### config.mk
export PLATFORM = sky130hd
export DESIGN_NAME = serial_comparator_ctrl_flat
export DESIGN_NICKNAME = d
export VERILOG_FILES = /design/src/rtl/comparator_pkg.sv /design/src/rtl/serial_comparator_ctrl_if.sv /design/src/rtl/comparator_1bit.sv /design/src/rtl/serial_comparator_ctrl.sv /design/src/flat_wrapper.sv
export SDC_FILE = /design/constraint.sdc
export NUM_CORES = 1
export LEC_CHECK = 0
export BUFFER_PORTS_ARGS = -buffer_cell sky130_fd_sc_hd__buf_2
export CAP_MARGIN = 20
export CORE_MARGIN = 8
export CORE_UTILIZATION = 54
export DETAILED_ROUTE_END_ITERATION = 12
export PLACE_DENSITY = 0.82
export SLEW_MARGIN = 15
export SYNTH_ARGS = -nofsm -noshare
export SYNTH_HDL_FRONTEND = slang
export SYNTH_SLANG_ARGS = --single-unit
### constraint.sdc
create_clock -name clk -period 1.5 [get_ports clk]
set_input_delay 0.225 -clock clk [delete_from_list [all_inputs] [get_ports clk]]
set_output_delay 0.225 -clock clk [all_outputs]
set_load 0.05 [all_outputs]
### src/rtl/comparator_pkg.sv
// Shared definitions for the serial comparator controller: FSM encodings,
// result-flag bit positions and a width helper.
package comparator_pkg;

    localparam logic [1:0] IDLE    = 2'b00;
    localparam logic [1:0] COMPARE = 2'b01;
    localparam logic [1:0] DONE    = 2'b10;

    // Bit positions inside the one-hot result vector
    localparam int RES_GT = 0;
    localparam int RES_LT = 1;
    localparam int RES_EQ = 2;
    localparam int RES_W  = 3;

    // Bit-index width; a 1-bit operand still needs a 1-bit index register
    function automatic int idx_width(input int width);
        return (width > 1) ? $clog2(width) : 1;
    endfunction

endpackage

### src/rtl/serial_comparator_ctrl_if.sv
// Request/result bundle between a requesting datapath (master) and the
// serial comparator controller (slave).
interface serial_comparator_ctrl_if #(
    parameter int WIDTH = 8
);
    localparam int CNT_W = $clog2(WIDTH + 1);

    logic             start;
    logic [WIDTH-1:0] A;
    logic [WIDTH-1:0] B;
    logic             busy;
    logic             done;
    logic             A_greater_B;
    logic             A_less_B;
    logic             A_equal_B;
    logic [CNT_W-1:0] bits_used;

    modport master (
        output start, A, B,
        input  busy, done, A_greater_B, A_less_B, A_equal_B, bits_used
    );

    modport slave (
        input  start, A, B,
        output busy, done, A_greater_B, A_less_B, A_equal_B, bits_used
    );

endinterface

### src/rtl/comparator_1bit.sv
// Combinational 1-bit magnitude comparator cell shared by the serial controller.
module comparator_1bit (
    input  logic a,
    input  logic b,
    output logic gt,
    output logic lt,
    output logic eq
);

    assign gt = a & ~b;
    assign lt = ~a & b;
    assign eq = ~(a ^ b);

endmodule

### src/rtl/serial_comparator_ctrl.sv
// MSB-first bit-serial magnitude comparator: one shared 1-bit cell,
// one bit per clock, optional early exit at the first differing bit.
module serial_comparator_ctrl
    import comparator_pkg::*;
#(
    parameter int WIDTH      = 8,
    parameter bit EARLY_EXIT = 1'b1
) (
    input  logic                     clk,
    input  logic                     rst,
    serial_comparator_ctrl_if.slave  bus
);

    localparam int CNT_W = $clog2(WIDTH + 1);
    localparam int IDX_W = idx_width(WIDTH);
    localparam logic [IDX_W-1:0] IDX_MAX = IDX_W'(WIDTH - 1);
    localparam logic [IDX_W-1:0] IDX_ONE = IDX_W'(1);
    localparam logic [CNT_W-1:0] CNT_ONE = CNT_W'(1);

    logic [1:0]       state_reg,     state_next;
    logic [WIDTH-1:0] a_sh_reg,      a_sh_next;
    logic [WIDTH-1:0] b_sh_reg,      b_sh_next;
    logic [IDX_W-1:0] idx_reg,       idx_next;
    logic [CNT_W-1:0] bits_used_reg, bits_used_next;
    logic [RES_W-1:0] result_reg,    result_next;
    logic [RES_W-1:0] decided_reg,   decided_next;
    logic             busy_reg,      busy_next;
    logic             done_reg,      done_next;

    logic             cell_gt;
    logic             cell_lt;
    logic             cell_eq;
    logic [RES_W-1:0] cell_flags;

    comparator_1bit u_cell (
        .a  (a_sh_reg[WIDTH-1]),
        .b  (b_sh_reg[WIDTH-1]),
        .gt (cell_gt),
        .lt (cell_lt),
        .eq (cell_eq)
    );

    always_comb begin
        cell_flags         = '0;
        cell_flags[RES_GT] = cell_gt;
        cell_flags[RES_LT] = cell_lt;
    end

    always_comb begin
        state_next     = state_reg;
        a_sh_next      = a_sh_reg;
        b_sh_next      = b_sh_reg;
        idx_next       = idx_reg;
        bits_used_next = bits_used_reg;
        result_next    = result_reg;
        decided_next   = decided_reg;

        case (state_reg)
            IDLE: begin
                if (bus.start) begin
                    a_sh_next      = bus.A;
                    b_sh_next      = bus.B;
                    idx_next       = IDX_MAX;
                    bits_used_next = '0;
                    result_next    = '0;
                    decided_next   = '0;
                    state_next     = COMPARE;
                end
            end
            COMPARE: begin
                bits_used_next = bits_used_reg + CNT_ONE;
                a_sh_next      = a_sh_reg << 1;
                b_sh_next      = b_sh_reg << 1;
                idx_next       = idx_reg - IDX_ONE;
                // Only the first difference matters; later bits cannot overturn it
                if ((decided_reg == '0) && !cell_eq) begin
                    decided_next = cell_flags;
                end
                if (EARLY_EXIT && !cell_eq) begin
                    result_next = cell_flags;
                    state_next  = DONE;
                end else if (idx_reg == '0) begin
                    if (decided_next != '0) begin
                        result_next = decided_next;
                    end else begin
                        result_next         = '0;
                        result_next[RES_EQ] = 1'b1;
                    end
                    state_next = DONE;
                end
            end
            DONE: begin
                state_next = IDLE;
            end
            default: begin
                state_next = IDLE;
            end
        endcase

        busy_next = (state_next != IDLE);
        done_next = (state_next == DONE);
    end

    always_ff @(posedge clk or posedge rst) begin
        if (rst) begin
            state_reg     <= IDLE;
            a_sh_reg      <= '0;
            b_sh_reg      <= '0;
            idx_reg       <= '0;
            bits_used_reg <= '0;
            result_reg    <= '0;
            decided_reg   <= '0;
            busy_reg      <= 1'b0;
            done_reg      <= 1'b0;
        end else begin
            state_reg     <= state_next;
            a_sh_reg      <= a_sh_next;
            b_sh_reg      <= b_sh_next;
            idx_reg       <= idx_next;
            bits_used_reg <= bits_used_next;
            result_reg    <= result_next;
            decided_reg   <= decided_next;
            busy_reg      <= busy_next;
            done_reg      <= done_next;
        end
    end

    assign bus.busy        = busy_reg;
    assign bus.done        = done_reg;
    assign bus.A_greater_B = result_reg[RES_GT];
    assign bus.A_less_B    = result_reg[RES_LT];
    assign bus.A_equal_B   = result_reg[RES_EQ];
    assign bus.bits_used   = bits_used_reg;

endmodule

### src/flat_wrapper.sv
// flat-port wrapper written by rule: the top's interface ports become plain ports
module serial_comparator_ctrl_flat import comparator_pkg::*;
#(
    parameter int WIDTH      = 8,
    parameter bit EARLY_EXIT = 1'b1
)
  (clk, rst, bus_start, bus_A, bus_B, bus_busy, bus_done, bus_A_greater_B, bus_A_less_B, bus_A_equal_B, bus_bits_used);
  serial_comparator_ctrl_if #(.WIDTH(WIDTH)) bus_i ();
  input  logic clk;
  input  logic rst;
  input wire logic [$bits(bus_i.start)-1:0] bus_start;
  input wire logic [$bits(bus_i.A)-1:0] bus_A;
  input wire logic [$bits(bus_i.B)-1:0] bus_B;
  output wire logic [$bits(bus_i.busy)-1:0] bus_busy;
  output wire logic [$bits(bus_i.done)-1:0] bus_done;
  output wire logic [$bits(bus_i.A_greater_B)-1:0] bus_A_greater_B;
  output wire logic [$bits(bus_i.A_less_B)-1:0] bus_A_less_B;
  output wire logic [$bits(bus_i.A_equal_B)-1:0] bus_A_equal_B;
  output wire logic [$bits(bus_i.bits_used)-1:0] bus_bits_used;
  assign bus_i.start = bus_start;
  assign bus_i.A = bus_A;
  assign bus_i.B = bus_B;
  assign bus_busy = bus_i.busy;
  assign bus_done = bus_i.done;
  assign bus_A_greater_B = bus_i.A_greater_B;
  assign bus_A_less_B = bus_i.A_less_B;
  assign bus_A_equal_B = bus_i.A_equal_B;
  assign bus_bits_used = bus_i.bits_used;
  serial_comparator_ctrl #(.WIDTH(WIDTH), .EARLY_EXIT(EARLY_EXIT)) u_core (.clk(clk), .rst(rst), .bus(bus_i));
endmodule
==> results_dict.tcl, run 1 <==
set metrics [dict create \
    stdcell_area_mm2 0.00185 \
    die_x_um 70.1 \
    die_area_mm2 0.00492 \
    fin_crit_sh_pct 92.9 \
    synth_area_mm2 0.00158 \
    clkTransAtPathRegs_ns 0.10 \
    port_buffers 27 \
    p_leak_uw 0.000909 \
    fmax_mhz 718 \
    fin_setup_tns_ns 0 \
    ant_nets 0 \
    clkSinkCount 33 \
    cp-end-kind "register" \
    maxSlewHeadroom_pct 73.3 \
    post-cts-setup-buffer-count 0 \
    synth_cell_types 30 \
    cap_violations 0 \
    drc 0 \
    wl_mm 3.46 \
    ir_drop_v 0.00202 \
    rsz0062_at_grt "false" \
    cp.required_ns 1.73 \
    drtPass1Iterations 5 \
    vias_per_cell 5.73 \
    ios 28 \
    grt_pass1_vias 1297 \
    hold_buffers 1 \
    grt_usage_pct 15.0 \
    routabilityCongestion 0.790 \
    post_cts_resized 0 \
    synthesis.nets 175 \
    vias 1255 \
    antenna_cells 0 \
    fp.dieH_um 70.1 \
    startpoint_type "register" \
    cpPeakStageDelay_ns 0.37 \
    finalSetupViolations 0 \
    ys_ff_latch 33 \
    min_period_ns 1.39 \
    postSynthAreaPerCell_um2 10.5 \
    wl_per_cell_um 15.8 \
    post-place-ws_ns 0.121 \
    path_cells "inv_1 > ha_1 > nor2b_1 > a21o_1 > o2bb2ai_1" \
    path_buf_inv 1 \
    grt_pass1_wl_mm 5.95 \
    htree_levels 2 \
    setup_ws_ns 0.107 \
    antenna_found_initial 0 \
    root_buffer "clkbuf_4" \
    rows 19 \
    worstMarginPinSlew_ns 0.400 \
    nets 211 \
    powerDensity_mw_per_mm2 2200 \
    place_area_mm2 0.00177 \
    grt_max_degree 34 \
    outcome "finished, final reports clean" \
    synth_warnings 0 \
    drt_iter0_markers 69 \
    clock_latency_ns 0.34 \
    worstPathArrival_ns 1.63 \
    dp.final_hpwl_mm 2.50 \
    ys_seq_area_share_pct 52.2 \
    criticalPathCategory "register to register" \
    initial_core_util_pct 56.9 \
    core-area_mm2 0.00278 \
    min_path_type "primary input to register" \
    power.total_uw 4080 \
    synthCells 151 \
    drive_gt1_share_pct 26.6 \
    overflow 0 \
    cts-buffers-inserted 5 \
    clock_skew_ns 0.00514 \
    critPathTopFamily "flip-flops" \
    slew_violations 0 \
    cts_max_path_buffers 2 \
    crit_slowest_cell "dfrtp_1" \
    path_max_fanout 6 \
    area_growth_pct 16.9 \
    finalHoldViolCount 0 \
    cts_tree "yes" \
]
metrics by stage:
stage                     hold slack (ns)  util, %  instances
after global routing                0.123     66.5        219
after floorplan                     0.354        -        151
after CTS                           0.124     66.5        219
after global placement              0.321     63.6        210
final                               0.130     66.5        219
after detailed placement            0.333     63.6        210
placed cells by master (no fill, tap or decap):
cell           instances
a41oi_1                1
dfrtp_2                2
dfrtp_1               31
inv_1                 11
o21ai_0                3
and2b_1                1
buf_4                  9
o21ai_1               14
clkinv_2               1
inv_2                  1
a21o_1                 1
buf_2                 27
a32o_1                 2
nand3_1                1
clkbuf_4               5
dlygate4sd3_1          1
o2bb2ai_1              3
and2_1                 1
mux2i_1                2
o22ai_1                2
o21bai_4               1
nand2b_1               3
nor2b_2                1
clkbuf_8               2
a21oi_1               13
a22o_1                 2
nand2_1                7
nor2_1                 2
mux2_2                 1
ha_1                   5
nor3_1                 1
nor2b_1               14
a31oi_1                1
a22oi_1               16
routing by layer:
layer	part of all wire, %	global-route usage [%]
met2	47	21.7
met1	46	19.1
met3	5.4	4.52
met4	1.6	9.15
met5	0	0
final timing paths:
path / cells past startpoint / slack (ns) / startpoint / endpoint
worst max-delay path: 5 / 0.11 / u_core.a_sh_reg[7] / u_core.result_reg[2]
worst min-delay path: 3 / 0.13 / bus_A[0] / u_core.a_sh_reg[0]
worst max register to register: 5 / 0.11 / u_core.a_sh_reg[7] / u_core.result_reg[2]
worst min register to register: 1 / 0.51 / u_core.result_reg[0] / u_core.result_reg[0]
max in group asynchronous: 4 / 0.68 / rst / u_core.bus.bits_used[0]
min in group asynchronous: 4 / 0.50 / rst / u_core.decided_reg[2]
cells by family after synthesis:
group,synth area share (%)
and+or+nand+nor,10.9
adders and majority gates,3.96
muxes,1.98
AOI/OAI and AO/OA,24.5
DFF,52.2
buffers and inverters,6.41
power breakdown:
group | internal, uW | leakage (uW) | switching [uW]
registers | 1270 | 0.000416 | 306
logic | 749 | 0.000453 | 1160
clock network | 271 | 0.0000413 | 314
total | 2290 | 0.000909 | 1780
cells in the mapped netlist:
| cell | instances | area, um2 |
|---|---|---|
| o22ai_1 | 2 | 12.5 |
| o2bb2ai_1 | 3 | 26.3 |
| and2b_1 | 1 | 7.51 |
| a41oi_1 | 1 | 8.76 |
| a22o_1 | 2 | 17.5 |
| o21bai_4 | 1 | 18.8 |
| clkbuf_1 | 2 | 7.51 |
| nor2_1 | 2 | 7.51 |
| mux2i_1 | 2 | 20.0 |
| a21o_1 | 1 | 7.51 |
| o21ai_0 | 3 | 15.0 |
| o21ai_1 | 14 | 70.1 |
| buf_2 | 3 | 15.0 |
| a21oi_1 | 13 | 65.1 |
| buf_6 | 3 | 33.8 |
| mux2_2 | 1 | 11.3 |
| ha_1 | 5 | 62.6 |
| inv_2 | 1 | 3.75 |
| a32o_1 | 2 | 20.0 |
| nor3_1 | 1 | 5.00 |
| nand2_1 | 7 | 26.3 |
| and2_1 | 1 | 6.26 |
| dfrtp_1 | 33 | 826 |
| nand3_1 | 1 | 5.00 |
| a31oi_1 | 1 | 6.26 |
| nor2b_1 | 14 | 87.6 |
| nor2b_2 | 1 | 8.76 |
| a22oi_1 | 16 | 120 |
| inv_1 | 11 | 41.3 |
| nand2b_1 | 3 | 18.8 |
worst min-delay path, delay by kind of cell:
| kind | cells | cell delay [ns] |
|---|---|---|
| buf+inv | 2 | 0.13 |
| compound gates | 1 | 0.08 |
area by class of cell:
class                      instances  area (um2)
clock buffer                       7        65.1
clock inverter                     1        5.00
fill                             232         932
inverter                          12        45.0
multi-input combinational         98         654
sequential                        33         828
tap                               31        38.8
timing repair buffer              37         213
(Power assumes the default switching activity.)
==> inputs of run 2 (changes only) <==
RECOVER_POWER = 25   (was not set)
==> run 2 against run 1 <==
Clock skew barely moved. Critical path depth did not move. Core utilization fell by 0.090 points. Critical endpoint unchanged. Highest routed layer unchanged.
==> results_dict.tcl, run 2 (same netlist as run 1, synthesis figures left out) <==
set metrics [dict create \
    drc 0 \
    ios 28 \
    criticalPathCategory "register to register" \
    path_max_fanout 6 \
    post-place-ws_ns 0.121 \
    post_cts_resized 0 \
    grt_max_degree 34 \
    fin_setup_tns_ns 0 \
    grt_pass1_wl_mm 5.95 \
    finalHoldViolCount 0 \
    antenna_cells 0 \
    startpoint_type "register" \
    clkTransAtPathRegs_ns 0.10 \
    routabilityCongestion 0.790 \
    layout_commonest_cell "dfrtp_1" \
    hold_buffers 1 \
    cp-end-kind "register" \
    clock_skew_ns 0.00514 \
    n_fill_cell 233 \
    dp.final_hpwl_mm 2.50 \
    cts_max_path_buffers 2 \
    clkSinkCount 33 \
    vias 1255 \
    worstMarginPinSlew_ns 0.773 \
    layout_common_cells "31 x dfrtp_1, 27 x buf_2, 16 x a22oi_1" \
    antenna_found_initial 0 \
    clock_latency_ns 0.34 \
    fp.dieH_um 70.1 \
    cts_tree "yes" \
    drive_gt1_share_pct 26.6 \
    initial_core_util_pct 56.9 \
    outcome "finished, final reports clean" \
    die_area_mm2 0.00492 \
    setup_ws_ns 0.107 \
    htree_levels 2 \
    ir_drop_v 0.00202 \
    wl_mm 3.45 \
    holdWs_ns 0.130 \
    grt_usage_pct 15.0 \
    rsz0062_at_grt "false" \
    min_path_type "primary input to register" \
    fin_crit_sh_pct 92.9 \
    drt_iter0_markers 69 \
    p_leak_uw 0.000909 \
    grt_pass1_vias 1297 \
    post-cts-setup-buffer-count 0 \
    ant_nets 0 \
    drtPass1Iterations 5 \
    root_buffer "clkbuf_4" \
    cp.required_ns 1.73 \
    wl_per_cell_um 15.8 \
    vias_per_cell 5.73 \
    powerDensity_mw_per_mm2 2210 \
    overflow 0 \
    area_growth_pct 16.8 \
    nets 211 \
    rows 19 \
    slew_violations 0 \
    cap_violations 0 \
    power.total_uw 4070 \
    fmax_mhz 718 \
    die_x_um 70.1 \
    min_period_ns 1.39 \
    maxSlewHeadroom_pct 48.5 \
    worstPathArrival_ns 1.63 \
    core-area_mm2 0.00278 \
    cts-buffers-inserted 5 \
    finalSetupViolations 0 \
    port_buffers 27 \
]
run 2: cell types whose count changed in the layout (fill, tap and decap cells not counted), sizes merged:
cell	delta
buf	-1
clkbuf	+1
run 2: final timing paths:
kind                                      start                 endpoint  slack [ns]  cells after the start
setup / recovery             u_core.a_sh_reg[7]     u_core.result_reg[2]        0.11                      5
hold / removal                         bus_A[0]       u_core.a_sh_reg[0]        0.13                      3
setup reg to reg             u_core.a_sh_reg[7]     u_core.result_reg[2]        0.11                      5
hold reg to reg            u_core.result_reg[0]     u_core.result_reg[0]        0.51                      1
max in group asynchronous                   rst  u_core.bus.bits_used[0]        0.32                      4
min in group asynchronous                   rst    u_core.decided_reg[2]        0.65                      4
run 2: per-layer routing:
metal	wire, um	share of wire, %	global-route usage [%]
met5	0	0	0
met4	55	1.6	9.15
met3	187	5.4	4.52
met2	1630	47	21.7
met1	1580	46	19.1
run 2: worst max-delay path, cell delays in order (launching register included):
cell       delay [ns]
dfrtp_1          0.37
inv_1            0.06
ha_1             0.37
nor2b_1          0.17
a21o_1           0.19
o2bb2ai_1        0.12
run 2: cell type report:
type                    count  area (um2)  area share (%)
well taps                  31        38.8            2.10
repair buffers             37         210            11.4
clock inverters             1        5.00           0.271
inverters                  12        45.0            2.44
flip-flops and latches     33         828            44.9
multi-input cells          98         654            35.4
clock buffers               7        65.1            3.52
run 2: where the power goes:
part	internal (uW)	total (uW)	switching, uW	leakage (uW)
Sequential	1270	1580	306	0.000416
Combinational	748	1910	1160	0.000452
Clock	271	585	314	0.0000413
Total	2290	4070	1780	0.000909
run 2: metrics by stage:
step | instances | util (%) | instance area (um2)
5_1_grt | 219 | 66.4 | 1850
3_3_place_gp | 210 | 63.6 | 1770
3_5_place_dp | 210 | 63.6 | 1770
4_1_cts | 219 | 66.5 | 1850
6_report | 219 | 66.4 | 1850
2_1_floorplan | 151 | - | 1580
